File: config.mk
export PLATFORM = sky130hd
export DESIGN_NAME = spi_slave_rtl
export DESIGN_NICKNAME = d
export VERILOG_FILES = /design/src/rtl/spi_pkg.sv /design/src/rtl/spi_sync_edge.sv /design/src/rtl/spi_slave_rtl.sv
export SDC_FILE = /design/constraint.sdc
export NUM_CORES = 1
export LEC_CHECK = 0
export CAP_MARGIN = 20
export CORE_ASPECT_RATIO = 1.25
export CORE_UTILIZATION = 30
export DETAILED_ROUTE_END_ITERATION = 10
export GPL_ROUTABILITY_DRIVEN = 0
export MAX_ROUTING_LAYER = met4
export SYNTH_ARGS = -nofsm -noshare
export SYNTH_HDL_FRONTEND = slang
export SYNTH_SLANG_ARGS = --single-unit
File: constraint.sdc
create_clock -name clock -period 2.8 [get_ports clock]
set_input_delay 0.42 -clock clock [delete_from_list [all_inputs] [get_ports clock]]
set_output_delay 0.42 -clock clock [all_outputs]
set_load 0.01 [all_outputs]
File: src/rtl/spi_pkg.sv
// Shared types and constants for the oversampled SPI responder.
package spi_pkg;

  typedef enum logic {IDLE, ACTIVE} spi_slv_state_t;

  localparam int SPI_BYTE_W = 8;
  localparam int SPI_BIT_CNT_W = $clog2(SPI_BYTE_W);
  localparam logic [SPI_BYTE_W-1:0] SPI_FILL_BYTE = 8'h00;

  function automatic logic [15:0] sat_inc16(input logic [15:0] v);
    return (v == 16'hFFFF) ? v : v + 16'd1;
  endfunction

endpackage

File: src/rtl/spi_sync_edge.sv
// Two-flop synchronizer for an asynchronous pin, with one extra register
// so rise/fall pulses are produced in the system clock domain.
module spi_sync_edge #(
  parameter logic RST_VAL = 1'b0
) (
  input  logic clock,
  input  logic rst_n,
  input  logic d,
  output logic rise,
  output logic fall
);
  import spi_pkg::*;

  logic s1;
  logic s2;
  logic s3;

  always_ff @(posedge clock) begin
    if (!rst_n) begin
      s1 <= RST_VAL;
      s2 <= RST_VAL;
      s3 <= RST_VAL;
    end else begin
      s1 <= d;
      s2 <= s1;
      s3 <= s2;
    end
  end

  assign rise = s2 & ~s3;
  assign fall = ~s2 & s3;

endmodule

File: src/rtl/spi_slave_rtl.sv
// SPI responder running entirely in the system clock domain: sck/cs_n are
// oversampled, received bytes stream out on rx_*, transmit bytes come from a
// single-entry holding register.
module spi_slave_rtl #(
  parameter logic PHASE  = 1'b0,
  parameter logic ACTIVE = 1'b0
) (
  input  logic        clock,
  input  logic        rst_n,
  input  logic        cs_n,
  input  logic        sck,
  input  logic        mosi,
  output logic        miso,
  output logic [7:0]  rx_data,
  output logic        rx_valid,
  input  logic [7:0]  tx_data,
  input  logic        tx_valid,
  output logic        tx_ready,
  output logic        busy,
  output logic [15:0] byte_cnt,
  output logic        tx_underrun
);
  import spi_pkg::*;

  // state  | meaning
  // IDLE   | deselected, miso held low, sck edges ignored
  // ACTIVE | frame in progress, bits sampled/shifted on sck edges

  localparam logic ST_IDLE   = spi_pkg::IDLE;
  localparam logic ST_ACTIVE = spi_pkg::ACTIVE;
  localparam logic [SPI_BIT_CNT_W-1:0] LAST_BIT = SPI_BIT_CNT_W'(SPI_BYTE_W - 1);

  logic sck_rise;
  logic sck_fall;
  logic cs_rise;
  logic cs_fall;
  logic mosi_m;
  logic mosi_s;

  logic                      state;
  logic [SPI_BIT_CNT_W-1:0]  bit_cnt;
  logic [SPI_BYTE_W-1:0]     rx_sr;
  logic [SPI_BYTE_W-1:0]     rx_next;
  logic [SPI_BYTE_W-1:0]     tx_sr;
  logic [SPI_BYTE_W-1:0]     hold_data;
  logic                      hold_full;

  logic leading_edge;
  logic trailing_edge;
  logic sample_edge;
  logic shift_edge;
  logic enter;
  logic leave;
  logic do_sample;
  logic do_shift;
  logic fetch;
  logic hold_wr;

  spi_sync_edge #(.RST_VAL(ACTIVE)) u_sck_sync (
    .clock (clock),
    .rst_n (rst_n),
    .d     (sck),
    .rise  (sck_rise),
    .fall  (sck_fall)
  );

  // Resetting to 0 means a cs_n already low at reset release is not a new frame.
  spi_sync_edge #(.RST_VAL(1'b0)) u_cs_sync (
    .clock (clock),
    .rst_n (rst_n),
    .d     (cs_n),
    .rise  (cs_rise),
    .fall  (cs_fall)
  );

  always_ff @(posedge clock) begin
    if (!rst_n) begin
      mosi_m <= 1'b0;
      mosi_s <= 1'b0;
    end else begin
      mosi_m <= mosi;
      mosi_s <= mosi_m;
    end
  end

  assign leading_edge  = ACTIVE ? sck_fall : sck_rise;
  assign trailing_edge = ACTIVE ? sck_rise : sck_fall;
  assign sample_edge   = PHASE ? trailing_edge : leading_edge;
  assign shift_edge    = PHASE ? leading_edge  : trailing_edge;

  assign busy      = (state == ST_ACTIVE);
  assign enter     = !busy && cs_fall;
  assign leave     = busy && cs_rise;
  assign do_sample = busy && !cs_rise && sample_edge;
  assign do_shift  = busy && !cs_rise && shift_edge;
  assign rx_next   = {rx_sr[SPI_BYTE_W-2:0], mosi_s};

  // CPHA=0 must present the MSB before the first sck edge, hence the entry fetch.
  assign fetch   = (enter && !PHASE) || (do_shift && (bit_cnt == '0));
  assign hold_wr = tx_valid && !hold_full;

  always_ff @(posedge clock) begin
    if (!rst_n) begin
      state    <= ST_IDLE;
      bit_cnt  <= '0;
      byte_cnt <= 16'd0;
      rx_sr    <= '0;
      rx_data  <= '0;
      rx_valid <= 1'b0;
    end else begin
      rx_valid <= 1'b0;
      if (enter) begin
        state    <= ST_ACTIVE;
        bit_cnt  <= '0;
        byte_cnt <= 16'd0;
      end else if (leave) begin
        state <= ST_IDLE;
      end else if (do_sample) begin
        rx_sr   <= rx_next;
        bit_cnt <= bit_cnt + SPI_BIT_CNT_W'(1);
        if (bit_cnt == LAST_BIT) begin
          rx_data  <= rx_next;
          rx_valid <= 1'b1;
          byte_cnt <= sat_inc16(byte_cnt);
        end
      end
    end
  end

  always_ff @(posedge clock) begin
    if (!rst_n) begin
      tx_sr       <= '0;
      tx_underrun <= 1'b0;
    end else begin
      tx_underrun <= fetch && !hold_full;
      if (fetch) begin
        tx_sr <= hold_full ? hold_data : SPI_FILL_BYTE;
      end else if (do_shift) begin
        tx_sr <= {tx_sr[SPI_BYTE_W-2:0], 1'b0};
      end
    end
  end

  // A write coinciding with an empty-register fetch lands after the fetch; no bypass.
  always_ff @(posedge clock) begin
    if (!rst_n) begin
      hold_full <= 1'b0;
      hold_data <= '0;
    end else if (fetch && hold_full) begin
      hold_full <= 1'b0;
    end else if (hold_wr) begin
      hold_full <= 1'b1;
      hold_data <= tx_data;
    end
  end

  assign tx_ready = !hold_full;
  assign miso     = busy ? tx_sr[SPI_BYTE_W-1] : 1'b0;

endmodule

==> metrics.yaml <==
status:
  status: "completed"
cells_and_area:
  area_delta_synth_final_pct: 25.0
  stdcell_area_um2: 3420
  finalNonFillerCells: 466
  num_antenna_cells: 0
  fin_nets: 359
  multi_input_area_um2: 1350
  final_common_cell: "dfxtp_1"
  drive_above_1_share_pct: 10.4
  final_cell_mix: "dfxtp_1 (62), nand2_1 (50), clkdlybuf4s50_1 (42), a21oi_1 (28), nor2_1 (25)"
  regArea_um2: 1240
  fill_cells: 915
critical_path:
  worstSetupPathType: "flop to primary output"
  cp-start-kind: "flop"
  cp_slowest_cell: "dfxtp_1"
  critPathBufInv: 1
  reg2regPathDepth: 6
  crit_family: "flip-flops"
  endpoint_kind: "primary output"
  path_cells: "and2_1 > clkdlybuf4s50_1"
  path_depth: 2
  worstPathRequired_ns: 2.38
  slowest_delay_ns: 0.60
  critPathArrivalTime_ns: 1.72
  crit_fanout: 9
power_and_ir_drop:
  power_leakage_nw: 1.19
  ir_drop_mv: 0.271
  p_int_mw: 1.35
  power_density_nw_per_um2: 519
  seq_power_share_pct: 51.4
  comb_power_share_pct: 4.4
  clockPowerShare_pct: 44.2
  switching_share_pct: 24.0
  switchingPower_mw: 0.425
placement:
  portBuffers: 42
  dp_hpwl_mm: 3.82
  dp.cells: 450
  post-place-ws_ns: 0.795
  placed_area_um2: 3220
sta:
  post-route-period-util_pct: 76.4
  setup_viol: 0
  period_needed_ns: 2.14
  slew_violations: 0
  setup_ws_ns: 0.660
  holdWs_ns: 0.441
  finalHoldViolations: 0
  skew_ns: 0.00787
  fmax_mhz: 467
  rsz0062_at_grt: "no"
  relSlewSlack_pct: 59.4
  setup-tns-final_ns: 0
  worst_pin_slew_ns: 0.609
logic_synthesis:
  synth_top_flop_cell: "dfxtp_1"
  async_flop_share_pct: 0
  syn_inst: 302
  syn-num-nets: 320
  syn_area_um2: 2730
  ys.warnings.count: 0
  synth.avg_cell_area_um2: 9.05
  ys_seq_elements: 62
  synth_edf_count: 0
  ys_seq_area_share_pct: 45.4
  yosysUniqueCellTypes: 50
floorplanning:
  initial_utilization_pct: 31.2
  die_y_um: 109
  rows: 38
  io_pins: 43
  die_area_um2: 9500
  fp.dieW_um: 87.4
  design.core.area_um2: 8750
clocking:
  clk_pin_slew_worst_paths_ns: 0.08
  h-tree-depth: 3
  cts_buffers: 9
  tritoncts: "yes"
  cts_setup_buffers: 0
  cts-resized-gates: 0
  clk_path_buf_depth: 2
  clock_latency_ns: 0.34
  clockRootBuffer: "clkbuf_8"
  postCtsHoldBufs: 0
  clock-sinks: 62
global_routing:
  grt_usage_pct: 12.8
  gr-total-overflow: 0
  antenna_found_initial: 0
  grt_pass1_vias: 1961
  grt_max_degree: 34
  grt_pass1_wl_mm: 9.16
detailed_routing:
  drt-vias-per-instance: 4.80
  dr.first_iter.drc_count: 76
  wl_per_cell_um: 11.9
  dr_total_vias: 2238
  drcViolationCount: 0
  ant_nets: 0
  first_pass_iters: 4
  wl_mm: 5.55
worst_hold_path:
  min_delay_path_depth: 1
  hold_path_class: "flop to flop"
run:
  maxCapViolations: 0
==> registers in the layout, indices dropped and copies added, names as in the netlist <==
register       cells
bit_cnt            3
busy               1
byte_cnt          16
hold_data          8
hold_full          1
mosi_m             1
mosi_s             1
rx_data            8
rx_sr              7
rx_valid           1
tx_sr              8
tx_underrun        1
u_cs_sync.s1       1
u_cs_sync.s2       1
u_cs_sync.s3       1
u_sck_sync.s1      1
u_sck_sync.s2      1
u_sck_sync.s3      1
==> power by group through the flow <==
stage               combinational (mW)  sequential, mW  clock, mW
floorplan                       0.0553           0.925          0
global placement                0.0785           0.932          0
detailed placement              0.0797           0.932          0
CTS                             0.0799           0.911      0.805
global route                    0.0878           0.914      0.846
finish                          0.0783           0.911      0.784
==> stage by stage <==
stage,power [mW],utilization [%]
detailed placement,1.01,36.8
global placement,1.01,36.8
finish,1.77,39.1
global route,1.85,39.1
floorplan,0.981,-
CTS,1.80,39.1
==> cell type report <==
cell class	count	share of cell area, %
Multi-Input combinational cell	214	39.6
Sequential cell	62	36.3
Timing Repair Buffer	44	12.7
Tap cell	120	4.39
Clock buffer	9	3.63
Clock inverter	7	2.20
Inverter	10	1.10
==> per-layer routing <==
layer	global-route usage (%)	up-vias	part of all wire [%]
li1	-	1146	-
met1	15.0	1028	47
met2	20.4	54	47
met3	4.31	10	4.6
met4	4.57	0	1.4
met5	-	-	0
==> cell usage after synthesis (all sizes together) (3+ instances only) <==
| library cell | count | area (um^2) |
|---|---|---|
| nor2 | 25 | 93.8 |
| o21ai | 4 | 20.0 |
| or4 | 10 | 75.1 |
| a21oi | 29 | 149 |
| and2 | 8 | 50.1 |
| dfxtp | 62 | 1240 |
| and3 | 3 | 20.0 |
| clkbuf | 4 | 15.0 |
| ha | 4 | 50.1 |
| nand4 | 4 | 61.3 |
| buf | 12 | 85.1 |
| nor4 | 6 | 58.8 |
| or3 | 6 | 37.5 |
| inv | 10 | 37.5 |
| o31ai | 8 | 73.8 |
| mux2i | 13 | 130 |
| nand2 | 51 | 194 |
| nand3b | 8 | 60.1 |
| nand3 | 9 | 62.6 |
| a311oi | 7 | 61.3 |
==> final timing paths <==
path	start	endpoint	slack (ns)
setup / recovery	busy$_SDFFE_PN0P_	miso	0.66
hold / removal	u_cs_sync.s1$_SDFF_PN0_	u_cs_sync.s2$_SDFF_PN0_	0.44
setup reg to reg	bit_cnt[1]$_SDFFE_PP0P_	byte_cnt[9]$_SDFFE_PP0P_	0.77
hold reg to reg	u_cs_sync.s1$_SDFF_PN0_	u_cs_sync.s2$_SDFF_PN0_	0.44
==> cells by family after synthesis <==
logic type	after synthesis	synth area share, %
and+or+nand+nor	144	30.3
xor gates and xnor gates	1	0.321
muxes	14	5.17
adders and majority gates	4	1.83
buffers and inverters	26	5.04
DFF	62	45.4
AOI/OAI and AO/OA	51	12.0
Power figures use the tool's default switching activity.
